`config.mk`:
```
export PLATFORM = sky130hd
export DESIGN_NAME = deinterleaver
export DESIGN_NICKNAME = d
export VERILOG_FILES = /design/src/rtl/deinterleaver_pkg.sv /design/src/rtl/deinterleaver_wr_addr_gen.sv /design/src/rtl/deinterleaver.sv
export SDC_FILE = /design/constraint.sdc
export NUM_CORES = 1
export LEC_CHECK = 0
export CAP_MARGIN = 15
export CELL_PAD_IN_SITES_DETAIL_PLACEMENT = 0
export CELL_PAD_IN_SITES_GLOBAL_PLACEMENT = 1
export CORE_MARGIN = 10
export CORE_UTILIZATION = 52
export DETAILED_ROUTE_END_ITERATION = 10
export GPL_TIMING_DRIVEN = 1
export PLACE_DENSITY_LB_ADDON = 0.12
export SKIP_CTS_REPAIR_TIMING = 1
export SYNTH_ARGS = -nofsm -noshare
export SYNTH_HDL_FRONTEND = slang
export SYNTH_SLANG_ARGS = --single-unit
```
`constraint.sdc`:
```
create_clock -name CLK -period 2.8 [get_ports CLK]
set_input_delay 0.42 -clock CLK [delete_from_list [all_inputs] [get_ports CLK]]
set_output_delay 0.42 -clock CLK [all_outputs]
set_load 0.05 [all_outputs]
```
`src/rtl/deinterleaver_pkg.sv`:
```
// Shared sizing helper, default geometry and read-FSM encoding for the block deinterleaver.
package deinterleaver_pkg;

  // Bits needed to count 0..v-1, never less than one.
  function automatic int unsigned clog2_min1(input int unsigned v);
    int unsigned w;
    w = 1;
    while ((64'd1 << w) < 64'(v)) w = w + 1;
    return w;
  endfunction

  localparam int unsigned ROW_NUMBER_DEF = 10;
  localparam int unsigned COL_NUMBER_DEF = 7;
  localparam int unsigned N_DEF          = ROW_NUMBER_DEF * COL_NUMBER_DEF;
  localparam int unsigned ADDR_W_DEF     = clog2_min1(N_DEF);

  typedef enum logic [1:0] {
    IDLE = 2'd0,
    READ = 2'd1,
    DONE = 2'd2
  } rd_state_e;

endpackage

```
`src/rtl/deinterleaver_wr_addr_gen.sv`:
```
// Write-side address generator: walks a column-major input stream onto row-major
// storage addresses, flagging the final element of each block.
module deinterleaver_wr_addr_gen
  import deinterleaver_pkg::*;
#(
  parameter int unsigned ROW_NUMBER = ROW_NUMBER_DEF,
  parameter int unsigned COL_NUMBER = COL_NUMBER_DEF,
  parameter int unsigned ADDR_W     = clog2_min1(ROW_NUMBER * COL_NUMBER)
) (
  input  logic              clk,
  input  logic              rst,
  input  logic              adv,
  output logic [ADDR_W-1:0] addr,
  output logic              last_c
);

  localparam int unsigned R_W = clog2_min1(ROW_NUMBER);
  localparam int unsigned C_W = clog2_min1(COL_NUMBER);
  localparam logic [R_W-1:0] R_LAST = R_W'(ROW_NUMBER - 1);
  localparam logic [C_W-1:0] C_LAST = C_W'(COL_NUMBER - 1);

  logic [R_W-1:0]    r_q, r_d;
  logic [C_W-1:0]    c_q, c_d;
  logic [ADDR_W-1:0] addr_q, addr_d;

  assign last_c = (r_q == R_LAST) && (c_q == C_LAST);
  assign addr   = addr_q;

  // Rows advance fastest; a column wrap restarts the accumulator at the next column.
  always_comb begin
    r_d    = r_q;
    c_d    = c_q;
    addr_d = addr_q;
    if (adv) begin
      if (last_c) begin
        r_d    = '0;
        c_d    = '0;
        addr_d = '0;
      end else if (r_q == R_LAST) begin
        r_d    = '0;
        c_d    = c_q + C_W'(1);
        addr_d = ADDR_W'(c_q) + ADDR_W'(1);
      end else begin
        r_d    = r_q + R_W'(1);
        addr_d = addr_q + ADDR_W'(COL_NUMBER);
      end
    end
  end

  always_ff @(posedge clk or posedge rst) begin
    if (rst) begin
      r_q    <= '0;
      c_q    <= '0;
      addr_q <= '0;
    end else begin
      r_q    <= r_d;
      c_q    <= c_d;
      addr_q <= addr_d;
    end
  end

endmodule

```
`src/rtl/deinterleaver.sv`:
```
// Ping-pong block deinterleaver: fills one bank in column-major order while the
// other bank drains to the output FIFO in row-major order.
module deinterleaver
  import deinterleaver_pkg::*;
#(
  parameter int unsigned ROW_NUMBER = ROW_NUMBER_DEF,
  parameter int unsigned COL_NUMBER = COL_NUMBER_DEF
) (
  input  logic CLK,
  input  logic RESET,
  input  logic FIFO_IN_DATA,
  output logic FIFO_IN_RE,
  input  logic FIFO_IN_EMPTY,
  output logic FIFO_OUT_DATA,
  output logic FIFO_OUT_WE,
  input  logic FIFO_OUT_FULL
);

  localparam int unsigned N      = ROW_NUMBER * COL_NUMBER;
  localparam int unsigned ADDR_W = clog2_min1(N);
  localparam logic [ADDR_W-1:0] ADDR_LAST = ADDR_W'(N - 1);

  logic              req_c;
  logic [ADDR_W-1:0] wr_addr;
  logic              wr_last_c;

  logic              req_bank_q, req_bank_d;
  logic              pipe_vld_q, pipe_vld_d;
  logic [ADDR_W-1:0] pipe_addr_q, pipe_addr_d;
  logic              pipe_bank_q, pipe_bank_d;
  logic              pipe_last_q, pipe_last_d;
  logic [1:0]        full_q, full_d;

  rd_state_e         state_q, state_d;
  logic              rd_issue_c, rd_done_c;
  logic              rd_bank_q, rd_bank_d;
  logic [ADDR_W-1:0] rd_addr_q, rd_addr_d;
  logic              we_q, we_d;
  logic              dout_q, dout_d;

  logic bank0_mem [N];
  logic bank1_mem [N];

  // Reset already freezes every flop, so the request term only gates the strobe.
  assign req_c         = !FIFO_IN_EMPTY && !full_q[req_bank_q];
  assign FIFO_IN_RE    = req_c && !RESET;
  assign FIFO_OUT_WE   = we_q;
  assign FIFO_OUT_DATA = dout_q;

  deinterleaver_wr_addr_gen #(
    .ROW_NUMBER (ROW_NUMBER),
    .COL_NUMBER (COL_NUMBER),
    .ADDR_W     (ADDR_W)
  ) u_wr_addr_gen (
    .clk    (CLK),
    .rst    (RESET),
    .adv    (req_c),
    .addr   (wr_addr),
    .last_c (wr_last_c)
  );

  // Request stage feeds the data stage one cycle later; set/clear of full never share a bank.
  always_comb begin
    req_bank_d  = req_bank_q;
    pipe_vld_d  = req_c;
    pipe_addr_d = wr_addr;
    pipe_bank_d = req_bank_q;
    pipe_last_d = wr_last_c;
    full_d      = full_q;
    if (req_c && wr_last_c) req_bank_d = ~req_bank_q;
    if (pipe_vld_q && pipe_last_q) full_d[pipe_bank_q] = 1'b1;
    if (rd_done_c) full_d[rd_bank_q] = 1'b0;
  end

  always_ff @(posedge CLK) begin
    if (pipe_vld_q) begin
      if (pipe_bank_q) bank1_mem[pipe_addr_q] <= FIFO_IN_DATA;
      else             bank0_mem[pipe_addr_q] <= FIFO_IN_DATA;
    end
  end

  // Read FSM: state register.
  always_ff @(posedge CLK or posedge RESET) begin
    if (RESET) state_q <= IDLE;
    else       state_q <= state_d;
  end

  // Read FSM: next state. IDLE issues address 0 itself to save a cycle of latency.
  always_comb begin
    state_d = state_q;
    unique case (state_q)
      IDLE:    if (full_q[rd_bank_q] && !FIFO_OUT_FULL) state_d = READ;
      READ:    if (!FIFO_OUT_FULL && (rd_addr_q == ADDR_LAST)) state_d = DONE;
      DONE:    state_d = IDLE;
      default: state_d = IDLE;
    endcase
  end

  // Read FSM: outputs.
  always_comb begin
    rd_issue_c = 1'b0;
    rd_done_c  = 1'b0;
    unique case (state_q)
      IDLE:    rd_issue_c = full_q[rd_bank_q] && !FIFO_OUT_FULL;
      READ:    rd_issue_c = !FIFO_OUT_FULL;
      DONE:    rd_done_c  = 1'b1;
      default: ;
    endcase
  end

  always_comb begin
    rd_addr_d = rd_addr_q;
    rd_bank_d = rd_bank_q;
    we_d      = rd_issue_c;
    dout_d    = dout_q;
    if (rd_issue_c) begin
      rd_addr_d = (rd_addr_q == ADDR_LAST) ? '0 : rd_addr_q + ADDR_W'(1);
      dout_d    = rd_bank_q ? bank1_mem[rd_addr_q] : bank0_mem[rd_addr_q];
    end
    if (rd_done_c) rd_bank_d = ~rd_bank_q;
  end

  always_ff @(posedge CLK or posedge RESET) begin
    if (RESET) begin
      req_bank_q  <= 1'b0;
      pipe_vld_q  <= 1'b0;
      pipe_addr_q <= '0;
      pipe_bank_q <= 1'b0;
      pipe_last_q <= 1'b0;
      full_q      <= '0;
      rd_bank_q   <= 1'b0;
      rd_addr_q   <= '0;
      we_q        <= 1'b0;
      dout_q      <= 1'b0;
    end else begin
      req_bank_q  <= req_bank_d;
      pipe_vld_q  <= pipe_vld_d;
      pipe_addr_q <= pipe_addr_d;
      pipe_bank_q <= pipe_bank_d;
      pipe_last_q <= pipe_last_d;
      full_q      <= full_d;
      rd_bank_q   <= rd_bank_d;
      rd_addr_q   <= rd_addr_d;
      we_q        <= we_d;
      dout_q      <= dout_d;
    end
  end

endmodule

```
; ---- Word level (Yosys, flattened, before mapping)
; Memory sizes are Yosys's and may differ from the RTL's.
; Index checks and enable logic that the tools add are counted.
; W data, S select, Z words.
[totals]
out_inout_bits = 3
wordCells = 84
ramBits = 140
reg_bits = 39
rom_bits = 0
mem_count = 2
in_bits = 5
latchBits = 0
[classes]
n_bitwise = 5
div_mod_pow = 0
shifts = 0
magnitude_cmp = 5
mul = 0
mux = 29
n_eq_ne = 7
n_reduce_logical = 17
n_addsub = 5
[mem_list]
columns = memory, depth, width, read_ports, rd_ports_with_merged_regs, write_ports, line_no
row1 = bank0_mem, 70, 1, 1, 0, 1, deinterleaver.sv:41  ; logic bank0_mem [N];
row2 = bank1_mem, 70, 1, 1, 0, 1, deinterleaver.sv:42  ; logic bank1_mem [N];
[op_table]
columns = op, n
row1 = $mux W7, 3
row2 = $mux W1, 14
row3 = $logic_and A1 B1 Y1, 9
row4 = $mux W2, 4
row5 = $mux W4, 2
row6 = $add A7 B1 Y7 const B, 1
row7 = $add A7 B3 Y7 const B, 1
row8 = $eq A7 B7 Y1 const B, 1
row9 = $lt A1 B2 Y1 const B, 3
row10 = $mux W3, 2
row11 = $add A3 B1 Y4 const B, 1
row12 = $add A4 B1 Y4 const B, 1
row13 = $eq A4 B4 Y1 const B, 1
row14 = $logic_not A1 Y1, 4
row15 = $ne A2 B2 Y1 const B, 2
row16 = $pmux W2 S2, 1
row17 = $reduce_and A2 Y1, 2
row18 = $add A3 B1 Y3 const B, 1
row19 = $eq A3 B3 Y1 const B, 1
row20 = $and A2 B2 Y2, 1
row21 = $demux W1 S1, 2
row22 = $eq A2 B1 Y1 const B, 1
row23 = $eq A2 B2 Y1 const B, 1
row24 = $ge A1 B1 Y1 const B, 2
row25 = 6 further kinds, 7

; ---- Longest topological paths before layout
[depth]
word_depth = 8
ltp_mapped = 10
depth_no_buf = 8

; ---- Hierarchy
; From an unflattened synthesis, not the netlist that was laid out.
[unflattened]
cells_unflattened = 614
area_unflattened_um2 = 7991.4
[modules_own_cells]
columns = module, seq_area_each_um2, cells_per_inst, area_each_um2, n_inst
row1 = deinterleaver, 4829.6, 526, 7170.6, 1
row2 = deinterleaver_wr_addr_gen, 350.3, 88, 820.8, 1

; ---- Worst setup path before layout
; Ideal clock, no wire load.
[synth_path]
kind = register to output
from = register full_q[0]
to = output FIFO_IN_RE
t_arrival_ns = 1.577
path_stages_with_launch = 5
n_path_buf = 1
t_required_ns = 2.380
setup_slack_ns = 0.803
cell_sequence = dfrtp_1 nor2b_1 a211o_1 clkbuf_1 nor2_1
[synth_via]
elab_chain_len = 5
[synth_lines]
columns = element, line_no
row1 = from (decl), deinterleaver.sv:32  ; logic [1:0] full_q, full_d;
row2 = from (signal assigned), deinterleaver.sv:141  ; full_q <= full_d;
row3 = $mux W1 (implied by the code) (2 in series), deinterleaver.sv:45  ; assign req_c = !FIFO_IN_EMPTY && !full_q[req_bank_q];
row4 = $logic_not A1 Y1, deinterleaver.sv:45
row5 = $logic_and A1 B1 Y1, deinterleaver.sv:45
row6 = $logic_and A1 B1 Y1, deinterleaver.sv:46  ; assign FIFO_IN_RE = req_c && !RESET;
row7 = to (decl), deinterleaver.sv:12  ; output logic FIFO_IN_RE,
; Every way passes these cells. The select of a mux whose other input is x is not followed.

; ---- Worst setup path after layout
[layout_path]
from = register rd_addr_q[0]
to = register dout_q (netlist: FIFO_OUT_DATA)
[layout_via]
elab_chain_len = 2
elab_cells_between_ends = 3
cone_classes = mux: 1 / memory: 2
[layout_lines]
columns = element, line_no
row1 = from (decl), deinterleaver.sv:37  ; logic [ADDR_W-1:0] rd_addr_q, rd_addr_d;
row2 = from (signal assigned), deinterleaver.sv:143  ; rd_addr_q <= rd_addr_d;
row3 = $mem_v2 Z70 W1 (on tied branches), --
row4 = $mux W1 (*), deinterleaver.sv:118  ; dout_d = rd_bank_q ? bank1_mem[rd_addr_q] : bank0_mem[rd_addr_q];
row5 = to (signal assigned), deinterleaver.sv:145  ; dout_q <= dout_d;
row6 = to (decl), deinterleaver.sv:39  ; logic dout_q, dout_d;
; Every way passes the cells marked *; elsewhere a longest branch is shown, timed or not.
; A chain may end at the register's enable or synchronous reset.

==> impl_summary.md <==
Synth
The cell type with the largest total area after synthesis is sky130_fd_sc_hd__edfxtp_1. After technology mapping, the gate count stands at 615. Sequential cells were found to cover 65.2% of the synthesized design area. The share of synthesized area in the top cell type comes to 52.9%.

The mean post-synth cell area is 12.9 µm². The top flip-flop cell by instance count after synthesis is sky130_fd_sc_hd__edfxtp_1. The number of flip-flops and latches in the synthesized netlist is 179. During synthesis, Yosys emitted a total of 0 warnings. The fraction of registers with async set or reset after synthesis is 21.8%. The number of nets in the synthesized netlist is 627.

The post-synthesis instance area is 7950 µm². Sorting the synthesized cells by how often they occur yields 160 x sky130_fd_sc_hd__nor2_1, 140 x sky130_fd_sc_hd__edfxtp_1, 50 x sky130_fd_sc_hd__nand2_1, 39 x sky130_fd_sc_hd__dfrtp_1. The synthesized design contains 140 enable-type register cells. The most frequent cell after synthesis is sky130_fd_sc_hd__nor2_1. The count of different cell masters after synthesis is 52. In the post-synthesis netlist, the biggest area contributors are sky130_fd_sc_hd__edfxtp_1 53%, sky130_fd_sc_hd__dfrtp_1 12%, sky130_fd_sc_hd__nor2_1 7.6%, sky130_fd_sc_hd__mux4_2 6.8%, sky130_fd_sc_hd__nand2_1 2.4%.

Clocking
TritonCTS created 17 clock buffers. The clock root buffer master is sky130_fd_sc_hd__clkbuf_16. The H-tree was split into 4 levels.

The clock-pin transition on the worst setup and hold timing paths is 0.06 ns. Clock latency on the worst-skew pair, taken at its later pin, is 0.43 ns. The longest clock path from root to sink contains 2 buffers.

Counting every sink on the clock net gives 179. The clock tree from TritonCTS is done.

Global routing
The highest-utilization routing layer at the global route stage is met2. After global routing the overflow that remains totals 0. The initial antenna violation count came to 0.

The met1 usage is 24.1%. The total routing usage reported by global routing is 17.7%. The via count of the first global-routing pass is 4702.

For this run, global-route usage on met2 was measured as 27.6%. The first-pass GRT wire length is 27000 µm. The pin count of the biggest net entering global routing is 80. The met3 track demand over resource in global routing is 4.13%.

Setup path
STA puts the critical path data required time at 3.13 ns. The startpoint-to-endpoint class of the critical path is reg -> reg. The maximum fanout along the worst path is 16. The kind of capture point of the worst setup path is a register.

The number of cells on the worst reg-to-reg path is 7. The type of origin of the critical path is a register. The signal arrival time at the worst endpoint is 2.65 ns.

Floorplanning
The die covers 20600 µm². In this run the core area contains 45 standard-cell rows. The overall die height is 144 µm.

The x dimension of the die is 144 µm. The core region is 15100 µm². The initial utilization of the core area, before any placement, comes to 52.7%.

In this run the count of I/O pins placed on the die edge is 8.

Drt
The DRC violation count after routing is 0. The remaining antenna violation count after routing is 0. Wires add up to 17000 µm.

After detailed routing, the average wire length per cell comes to 20.7 µm. The via density per instance is 5.91. The first TritonRoute pass finished after 5 iterations.

Across all layers, the routed design uses 4865 vias. The initial DRC count is 602.

Power
Power spread over the standard cell area amounts to 885 nW/µm². The clock share of power is 31.8%. VDD sags by at most 0.470 mV. The static power due to leakage is 2.94 nW. Sequential cells account for 43.3% of the total power. Of the total power, combinational logic draws 24.9%. In this run switching power makes up 30.4% of total power. The internal power component is 5.43 mW. In this run the power spent charging and discharging nets is 2.37 mW.

Layout
The area growth from synthesis to layout is 10.8%. The final layout net count is 634. The repair_antennas step left the layout with diodes totalling 0.

Cells fill 58.3% of the core in the end. The total non-filler cell area in the finished layout is 8800 µm². Cells with a size suffix above 1 make up 12.4% of the layout. For this run, the number of standard cells in the final layout without fillers is 823.

STA
The share of the clock period used by the worst path is 82.9%. The clock period could shrink to 2.32 ns. Setup repair after global routing left no endpoint under its margin. The worst slew margin relative to its limit is 51.1%.

For the pin with the worst max-slew slack, the measured transition is 0.731 ns. Clock skew on the completed layout was measured at 0.00787 ns. The achievable frequency is 431 MHz. The count of final max-slew check failures is 0. The count of final hold-check violations is 0. The summed negative setup slack over all endpoints is 0 ns. The worst setup margin is 0.479 ns. The count of final setup violators is 0.

Placed design
The half-perimeter wire length after placement is 11200 µm. Routability-driven placement finished with a final weighted congestion of 0.821. The count of buffers inserted at the top-level ports is 7.

After detailed placement, the total cell area comes to 8190 µm². At the placement stage, the worst setup path has a slack of 0.301 ns. Including well taps, the total number of placed cells is 790.

Min path
The class of the most critical hold timing path is reg -> reg. Counting instances, the worst hold path has a depth of 0.

Flow run
Across the run, the number of max-cap violations was 0.

Outcome
The run finished with clean final reports.
## critical path: stages (launching register included)
cell,delay [ns]
sky130_fd_sc_hd__dfrtp_1,0.70
sky130_fd_sc_hd__buf_12,0.23
sky130_fd_sc_hd__mux4_2,0.50
sky130_fd_sc_hd__a32o_1,0.21
sky130_fd_sc_hd__nor3_1,0.15
sky130_fd_sc_hd__a211o_1,0.12
sky130_fd_sc_hd__nand4_1,0.10
sky130_fd_sc_hd__a22o_1,0.19
## cell usage in the layout, fill, tap and decap left out, types with 4 or more instances in the layout
cell                              netlist  routed
sky130_fd_sc_hd__bufinv_16              0       4
sky130_fd_sc_hd__mux4_2                24      24
sky130_fd_sc_hd__clkinv_2               0       4
sky130_fd_sc_hd__dfrtp_1               39      38
sky130_fd_sc_hd__nor2_1               160     160
sky130_fd_sc_hd__nand2b_1               6       6
sky130_fd_sc_hd__clkdlybuf4s50_1        0       5
sky130_fd_sc_hd__inv_1                 12      12
sky130_fd_sc_hd__a31oi_1                4       4
sky130_fd_sc_hd__nand4_1                4       4
sky130_fd_sc_hd__clkbuf_16              0      17
sky130_fd_sc_hd__buf_4                  1      13
sky130_fd_sc_hd__o21ai_0               24      24
sky130_fd_sc_hd__nor3_1                 6       6
sky130_fd_sc_hd__a211oi_1               4       4
sky130_fd_sc_hd__nand3_1               12      12
sky130_fd_sc_hd__a21oi_1                9       9
sky130_fd_sc_hd__mux2i_1               13      13
sky130_fd_sc_hd__edfxtp_1             140     140
sky130_fd_sc_hd__and3_1                 4       4
sky130_fd_sc_hd__nor2b_1               11      11
sky130_fd_sc_hd__nand2_1               50      50
sky130_fd_sc_hd__ha_1                   7       7
sky130_fd_sc_hd__or3_1                  4       4
sky130_fd_sc_hd__mux4_1                 5       5
## sequential cells by signal (all words and copies together), names as in the netlist, 2 cells and up
register,flops
full_q,2
u_wr_addr_gen.addr,7
pipe_addr_q,7
bank1_mem,70
rd_addr_q,7
state_q,2
bank0_mem,70
u_wr_addr_gen.r_q,4
u_wr_addr_gen.c_q,3
## final timing paths
kind,end,startpoint,slack [ns]
max reg2reg,FIFO_OUT_DATA$_DFFE_PP0P_,rd_addr_q[0]$_DFFE_PP0P_,0.48
max in group asynchronous,rd_addr_q[1]$_DFFE_PP0P_,RESET,1.97
min,pipe_addr_q[1]$_DFF_PP0_,u_wr_addr_gen.addr[1]$_DFFE_PP0P_,0.40
min reg2reg,pipe_addr_q[1]$_DFF_PP0_,u_wr_addr_gen.addr[1]$_DFFE_PP0P_,0.40
min in group asynchronous,u_wr_addr_gen.r_q[0]$_DFFE_PP0P_,RESET,0.44
max,FIFO_OUT_DATA$_DFFE_PP0P_,rd_addr_q[0]$_DFFE_PP0P_,0.48
## routing by layer
layer  up-vias  routed length (µm)
li1       2243                   -
met1      2491                7730
met2       116                8260
met3        15                 831
met4         0                 198
met5         -                   0
## layout make-up
type	instances	area (µm²)
clock inverters	11	161
flip-flops and latches	179	5180
inverters	12	45.0
clock buffers	21	450
well taps	188	235
multi-input cells	391	2540
repair buffers	21	193
fillers	1237	6280
## power groups by stage
stage	Sequential (mW)	Combinational [mW]	Clock (mW)
floorplan	3.33	1.51	0
global placement	3.42	1.92	0
detailed placement	3.43	1.95	0
CTS	3.38	1.96	2.51
global route	3.42	2.16	2.63
finish	3.38	1.94	2.48
## metrics by stage
stage	total power [mW]	hold slack (ns)
global placement	5.34	0.378
CTS	7.85	0.398
floorplan	4.84	0.368
global route	8.20	0.404
detailed placement	5.38	0.384
finish	7.80	0.400
## cell families (layout without fill, tap and decap cells)
group           after synthesis  in the layout  share of synthesized area, %
simple gates                270            270                          14.6
buf+inv                      45             65                          2.90
compound gates               65             65                          5.32
mux                          45             45                          10.5
xor+xnor                      4              4                         0.441
flops                       179            179                          65.2
fa+ha+maj                     7              7                          1.10
Note: power is estimated with default switching activity, not from simulation.
